**src/rtl/bridge_pkg.sv**
```systemverilog
// Shared definitions for the AHB-to-APB bridge: default widths and the
// APB sequencer state encoding.
package bridge_pkg;

  localparam int ADDR_W_DEF = 32;
  localparam int DATA_W_DEF = 32;
  localparam int NSEL_DEF   = 3;

  typedef enum logic [2:0] {
    ST_IDLE     = 3'd0,
    ST_WWAIT    = 3'd1,
    ST_READ     = 3'd2,
    ST_WRITE    = 3'd3,
    ST_WRITEP   = 3'd4,
    ST_RENABLE  = 3'd5,
    ST_WENABLE  = 3'd6,
    ST_WENABLEP = 3'd7
  } state_t;

  // Exit taken from any state that can accept a fresh AHB transfer.
  function automatic state_t start_exit(input logic valid, input logic hwrite);
    if (!valid)     return ST_IDLE;
    else if (hwrite) return ST_WWAIT;
    else            return ST_READ;
  endfunction

endpackage

```
**src/rtl/apb_controller.sv**
```systemverilog
// APB master sequencer of the AHB-to-APB bridge: turns pipelined AHB
// transfers into APB SETUP/ENABLE phases and stalls AHB while they run.
module apb_controller
  import bridge_pkg::*;
#(
  parameter int ADDR_W = ADDR_W_DEF,
  parameter int DATA_W = DATA_W_DEF,
  parameter int NSEL   = NSEL_DEF
) (
  input  logic              Hclk,
  input  logic              Hresetn,
  input  logic              Valid,
  input  logic              Hwrite,
  input  logic              Hwritereg,
  input  logic [ADDR_W-1:0] Haddr,
  input  logic [ADDR_W-1:0] Haddr1,
  input  logic [ADDR_W-1:0] Haddr2,
  input  logic [DATA_W-1:0] Hwdata,
  input  logic [DATA_W-1:0] Hwdata1,
  input  logic [NSEL-1:0]   Tempselx,
  input  logic [DATA_W-1:0] Prdata,
  output logic              Pwrite,
  output logic              Penable,
  output logic [NSEL-1:0]   Pselx,
  output logic [ADDR_W-1:0] Paddr,
  output logic [DATA_W-1:0] Pwdata,
  output logic              Hreadyout,
  output logic [DATA_W-1:0] Hrdata,
  output logic [2:0]        dbg_state
);

  state_t state;
  state_t next_state;

  // Write data is always taken from the live Hwdata bus; the registered copy
  // is part of the upstream interface but not needed here.
  logic unused_hwdata1;
  assign unused_hwdata1 = ^Hwdata1;

  assign dbg_state = state;

  always_comb begin
    next_state = ST_IDLE;
    case (state)
      ST_IDLE, ST_RENABLE, ST_WENABLE: next_state = start_exit(Valid, Hwrite);
      ST_WWAIT:    next_state = Valid ? ST_WRITEP : ST_WRITE;
      ST_READ:     next_state = ST_RENABLE;
      ST_WRITE:    next_state = Valid ? ST_WENABLEP : ST_WENABLE;
      ST_WRITEP:   next_state = ST_WENABLEP;
      ST_WENABLEP: begin
        if (!Hwritereg)  next_state = ST_READ;
        else if (Valid)  next_state = ST_WRITEP;
        else             next_state = ST_WRITE;
      end
      default:     next_state = ST_IDLE;
    endcase
  end

  // Outputs are loaded from next_state so they line up with the state register.
  always_ff @(posedge Hclk or negedge Hresetn) begin
    if (!Hresetn) begin
      state     <= ST_IDLE;
      Pwrite    <= 1'b0;
      Penable   <= 1'b0;
      Pselx     <= '0;
      Paddr     <= '0;
      Pwdata    <= '0;
      Hreadyout <= 1'b1;
      Hrdata    <= '0;
    end else begin
      state <= next_state;
      if (state == ST_RENABLE) Hrdata <= Prdata;
      case (next_state)
        ST_READ: begin
          Paddr     <= Haddr;
          Pwrite    <= 1'b0;
          Pselx     <= Tempselx;
          Penable   <= 1'b0;
          Hreadyout <= 1'b0;
        end
        ST_WRITE, ST_WRITEP: begin
          // A write following an ENABLE belongs to the transfer two phases back.
          Paddr     <= (state == ST_WENABLEP) ? Haddr2 : Haddr1;
          Pwdata    <= Hwdata;
          Pwrite    <= 1'b1;
          Pselx     <= Tempselx;
          Penable   <= 1'b0;
          Hreadyout <= 1'b0;
        end
        ST_RENABLE, ST_WENABLE, ST_WENABLEP: begin
          Penable   <= 1'b1;
          Hreadyout <= 1'b1;
        end
        default: begin
          Pselx     <= '0;
          Penable   <= 1'b0;
          Pwrite    <= 1'b0;
          Hreadyout <= 1'b1;
        end
      endcase
    end
  end

endmodule
```
**config.mk**
```make
export PLATFORM = sky130hd
export DESIGN_NAME = apb_controller
export DESIGN_NICKNAME = d
export VERILOG_FILES = /design/src/rtl/bridge_pkg.sv /design/src/rtl/apb_controller.sv
export SDC_FILE = /design/constraint.sdc
export NUM_CORES = 1
export LEC_CHECK = 0
export ABC_AREA = 1
export CAP_MARGIN = 25
export CORE_MARGIN = 1.5
export CORE_UTILIZATION = 38
export CTS_CLUSTER_SIZE = 25
export DETAILED_ROUTE_END_ITERATION = 8
export GPL_ROUTABILITY_DRIVEN = 0
export PLACE_DENSITY_LB_ADDON = 0.25
export RECOVER_POWER = 25
export SYNTH_ARGS = -nofsm -noshare
export SYNTH_HDL_FRONTEND = slang
export SYNTH_SLANG_ARGS = --single-unit
export TNS_END_PERCENT = 10
```
**constraint.sdc**
```tcl
create_clock -name Hclk -period 2.2 [get_ports Hclk]
set_clock_uncertainty 0.05 [all_clocks]
set_input_delay 0.33 -clock Hclk [delete_from_list [all_inputs] [get_ports Hclk]]
set_output_delay 0.33 -clock Hclk [all_outputs]
set_load 0.02 [all_outputs]
```
# Word-level counts from Yosys, hierarchy flattened
# Index checks and enable logic that the tools add are counted.
classes:
  add_sub_neg: 0
  mul: 0
  n_div: 0
  order_cmp: 0
  n_eq_ne: 13
  n_shift: 0
  mux: 12
  bitwise_logic: 0
  reduce_logical: 6
op_table:
  columns: ["cell", "count"]
  rows:
  - ["one-hot mux 32 bit (2 select lines)", 1]
  - ["two-way mux 32 bit", 1]
  - ["equality test 3 bit, second input constant", 8]
  - ["one-hot mux 3 bit (6 select lines)", 1]
  - ["equality test 3 x 2 -> 1 bit, second input constant", 4]
  - ["OR reduction 3 bit", 3]
  - ["two-way mux 3 bit", 2]
  - ["one-hot mux 3 bit (2 select lines)", 1]
  - ["two-way mux 2 bit", 2]
  - ["equality test 3 x 1 -> 1 bit, second input constant", 1]
  - ["logical NOT 3 bit", 1]
  - ["two-way mux 1 bit", 3]
  - ["one-hot mux 1 bit (2 select lines)", 1]
  - ["nonzero test 2 bit", 1]
  - ["OR reduction 2 bit", 1]
totals:
  regBits: 105
  latch_bits: 0
  mem_bits_rw: 0
  rom_bits: 0
  out_inout_bits: 105
  n_memories: 0

# Depth between registers and ports, before layout
logic_depth:
  depth_word: 6
  ltp_mapped: 15

# Worst setup path before layout
# No wires, ideal clock.
synth_path:
  path_type: "flip-flop to flip-flop"
  start: "register state[0] (netlist: dbg_state[0])"
  end: "register Paddr[13]"
  setup_ps: 118
  arrival_time_ps: 1648
  required_time_ps: 2032
  slack_ps: 384
  stages_incl_launch_ff: 10
  period_less_slack_ps: 1816
  path_cell_list: "dfrtp_1 nor2_1 nand2_1 nand2_4 inv_2 clkbuf_1 clkbuf_1 nand3_1 nand3_1 nand2_1"
synth_via:
  elab_chain_cells: 6
synth_lines:
  columns: ["element", "line_no", "source"]
  rows:
  - ["start, declared", "apb_controller.sv:32", "state_t state;"]
  - ["start signal, assigned", "apb_controller.sv:71", "state <= next_state;"]
  - ["equality test 3 bit or logical NOT 3 bit (tied branches)", "apb_controller.sv:44", "case (state)"]
  - ["OR reduction 3 bit", "apb_controller.sv:44", null]
  - ["one-hot mux 3 bit (6 select lines)", "apb_controller.sv:44", null]
  - ["equality test 3 x 2 -> 1 bit or equality test 3 bit (tied branches)", "apb_controller.sv:73", "case (next_state)"]
  - ["OR reduction 2 bit", "apb_controller.sv:73", null]
  - ["one-hot mux 32 bit (2 select lines) or nonzero test 2 bit (tied branches)", null, null]
  - ["end signal, assigned", "apb_controller.sv:75", "Paddr <= Haddr;"]
  - ["end signal, assigned", "apb_controller.sv:83", "Paddr <= (state == ST_WENABLEP) ? Haddr2 : Haddr1;"]
  - ["end, declared", "apb_controller.sv:25", "output logic [ADDR_W-1:0] Paddr,"]
# Parallel ways exist; a longest one is shown, timed or not.
# A chain may end at the register's enable or synchronous reset.

# Worst setup path after layout
layout_path:
  start: "register state[0] (netlist: dbg_state[0])"
  end: "register Pwdata[7]"
layout_via:
  elab_chain_cells: 5
layout_lines:
  columns: ["element", "line_no", "source"]
  rows:
  - ["equality test 3 bit or logical NOT 3 bit (tied branches)", "apb_controller.sv:44", null]
  - ["OR reduction 3 bit", "apb_controller.sv:44", null]
  - ["one-hot mux 3 bit (6 select lines) *", "apb_controller.sv:44", null]
  - ["net next_state[1]", "apb_controller.sv:33", "state_t next_state;"]
  - ["equality test 3 x 2 -> 1 bit or equality test 3 bit (tied branches)", "apb_controller.sv:73", null]
  - ["OR reduction 2 bit *", "apb_controller.sv:73", null]
  - ["end signal, assigned", "apb_controller.sv:84", "Pwdata <= Hwdata;"]
  - ["end, declared", "apb_controller.sv:26", "output logic [DATA_W-1:0] Pwdata,"]
# The timed path passes the listed nets; every way through them passes the cells marked *.

==> flow_summary_export.csv <==
group,metric,value,unit
hold_path,hp-class,"flop to flop",
synthesis,synth.avg_cell_area,8.69,µm²
floorplan,core_area,12700,µm²
setup_path,rrSetupSlack,0.19,ns
hold_path,hold_start,"Pwdata[4]",
drt,drt-vias-per-instance,4.77,
sta,setup_viol,0,
synthesis,ys_warn_count,0,
synthesis,yosysUniqueCellTypes,21,
setup_path,critPathMaxStageDelay,0.45,ns
floorplan,dieArea,13800,µm²
synthesis,seq_area_frac_synth,0.528,
power,peakVddDrop,0.000808,V
clocking,cts_buffers,9,
finish,drive_gt1_frac,0.0936,
sta,slew-limit-headroom,0.426,
power,clock_power_share,0.120,
setup_path,required,2.39,ns
setup_path,critPathTopFamily,"simple AND/OR/NAND/NOR gates",
power,intPower,7270,µW
setup_path,cp-start-kind,"flop",
power,power_switching,5830,µW
finish,instances_no_fill,1016,
setup_path,crit_arrival,2.19,ns
sta,hold_ws,0.420,ns
sta,max_freq,0.499,GHz
synthesis,netlist_instances,573,
power,pwr_density_cell,1600,nW/µm²
setup_path,crit_path_end_kind,"flop",
floorplan,die_x,117,µm
sta,fin_tns_setup,0,ns
grt,grt_pass1_wl,24900,µm
setup_path,worstReg2RegStart,"dbg_state[0]",
grt,grt_use_met2,0.400,
drt,drtAntennaViolNets,0,
placed_design,port-buffer-count,272,
finish,fillers,1107,
drt,drcViolationCount,0,
sta,fin_crit_sh,0.911,
sta,rsz0062_at_grt,"no",
power,p_leak,0.00390,µW
clocking,clock_latency,0.34,ns
clocking,cts.clk_slew.worst_paths,0.07,ns
sta,worst_slack,0.195,ns
finish,syn2layout_area_growth,64.6,%
flow_run,cap_violations,0,
power,p_seq_frac,0.267,
grt,busiest_layer,"met2",
drt,firstDrtPassIters,5,
setup_path,r2r_cells,14,
sta,period_needed,2.01,ns
setup_path,cpMaxStageDelayCell,"dfrtp_2",
finish,num_antenna_cells,0,
finish,utilization,0.644,
grt,first_global_vias,4864,
power,netSwitchingFraction,0.445,
grt,met1_usage,0.265,
grt,grt_max_degree,54,
power,combPwrFrac,0.613,
clocking,clock_sinks,105,
run_status,status,"completed",
placed_design,post-place-ws,-0.0320,ns
synthesis,synth_area_leaders,"dfrtp_1 52%, nand2_1 16%, nand3_1 10%, mux2_2 7.2%, mux2i_1 4.4%",
grt,use_met3,0.0470,
drt,drt_iter0_drc,255,
setup_path,path_cells,"nand2_2 -> inv_1 -> nand2_1 -> nand2_1 -> nor2_2 -> nand2_1 -> nand2_1 -> nand2_1 -> nand2_2 -> nand2_2 -> buf_12 -> buf_12 -> nand2_1 -> nand2_1",
synthesis,syn-cell-area,4980,µm²
drt,drt-wirelength-per-cell,15.2,µm
drt,wl,15500,µm
placed_design,dp.cells,999,
sta,max_slew.worst_pin.slew,0.861,ns
sta,slew_viol_final,0,
setup_path,critPathMaxFanout,39,
clocking,postCtsSetupRepairBufs,0,
floorplan,die_h,117,µm
clocking,root_buffer,"clkbuf_16",
grt,overflow,0,
grt,antenna_found_initial,0,
synthesis,synth_top_area_cell,"dfrtp_1",
setup_path,timing.rr.end,"Pwdata[7]",
floorplan,io_pins,305,
finish,finalNetCount,1039,
placed_design,dp_hpwl,11700,µm
sta,hold_violations,0,
drt,vias,4842,
clocking,cts_max_level,3,
setup_path,path_common_cell,"nand2_1",
clocking,clockBufferDepth,2,
floorplan,start_util,0.392,
hold_path,hold_end,"Pwdata[4]",
synthesis,synth_seq_cells,105,
setup_path,worst-path-buf-inv,3,
synthesis,synth_top_area_frac,0.522,
grt,track_usage,0.226,
floorplan,num_rows,41,
synthesis,synth_nets,773,
hold_path,whs_path_depth,2,
setup_path,path_class,"flop to flop",
clocking,cts_tree,"yes",
tightest hold or removal path, delay by kind of cell (launching register included):
kind	cells	cell delay, ns
flops	1	0.34
simple gates	2	0.10
state kept, by name, indices dropped and copies added, names as in the netlist:
register	count
Pselx	3
Penable	1
Hreadyout	1
Pwrite	1
Hrdata	32
Pwdata	32
dbg_state	3
Paddr	32
layer usage:
layer	vias up	part of all wire
met2	168	0.53
li1	2344	-
met4	0	0.030
met3	30	0.057
met1	2300	0.39
met5	-	0
synthesized netlist by cell type:
cell        n
nor3_1      1
mux2i_1    22
nand4_1     1
buf_1       5
dfrtp_1   104
buf_4       3
inv_2       4
buf_6       4
dfstp_2     1
buf_2      11
o21ai_1     1
inv_1      50
nor2_2      2
nand2_4     1
nand3_1   100
nand2_2     2
clkbuf_1   11
nor2_1      8
nand2_1   207
a22o_1      3
mux2_2     32
kinds of logic after synthesis:
group | count (synthesis) | share of synthesized area
compound gates | 4 | 0.00628
buf+inv | 88 | 0.0774
mux | 54 | 0.117
simple gates | 322 | 0.272
flops | 105 | 0.528
per-stage QoR:
step / instance area, µm² / power (µW)
floorplan: 4980 / 8260
global placement: 7900 / 11400
detailed placement: 7900 / 11600
CTS: 8210 / 13300
global route: 8200 / 14000
finish: 8200 / 13100
power groups by stage:
stage | Sequential [µW] | Combinational (µW) | Clock (µW)
after global placement | 3450 | 7910 | 0
after detailed placement | 3510 | 8110 | 0
after global routing | 3610 | 8730 | 1700
after floorplan | 4650 | 3600 | 0
final | 3500 | 8030 | 1570
after CTS | 3490 | 8140 | 1620
cells in the final DEF, fill, tap and decap left out:
master           instances
clkdlybuf4s50_1        271
nand2_1                206
dfrtp_1                103
nand3_1                100
inv_1                   50
mux2_2                  32
mux2i_1                 22
buf_4                   14
clkbuf_16                9
nor2_1                   8
inv_2                    4
nand2_2                  3
a22o_1                   3
inv_6                    3
clkbuf_8                 2
buf_12                   2
dfstp_2                  1
nand2_4                  1
nor3_2                   1
nand4_1                  1
nor2_4                   1
nor2_2                   1
o21ai_2                  1
clkinv_4                 1
clkinvlp_4               1
dfrtp_2                  1
dlygate4sd3_1            1
clkbuf_2                 1
layout make-up:
type,instances,area (µm²),area share
timing repair buffer,289,2870,0.350
sequential,105,2630,0.321
multi-input combinational,380,1980,0.242
clock buffer,11,253,0.0308
tap,172,215,0.0262
inverter,54,203,0.0247
clock inverter,5,42.5,0.00519
worst max-delay path by stage:
stage / startpoint / end / slack (ns) / cells after the start
2_1_floorplan: dbg_state[0] / Paddr[13] / 0.38 / 9
3_3_place_gp: Valid / Paddr[21] / 0.06 / 14
3_5_place_dp: Valid / Paddr[15] / -0.03 / 14
4_1_cts: dbg_state[0] / Paddr[15] / 0.16 / 13
5_1_grt: dbg_state[0] / Paddr[15] / 0.01 / 13
6_report: dbg_state[0] / Pwdata[7] / 0.19 / 14
timing repair:
item | in CTS | in global routing
endpoints found under the setup margin | 0 | 22
gates resized for setup | 0 | 3
endpoints found under the hold margin | 31 | 0
hold buffers | 1 | 0
(Power assumes the default switching activity.)
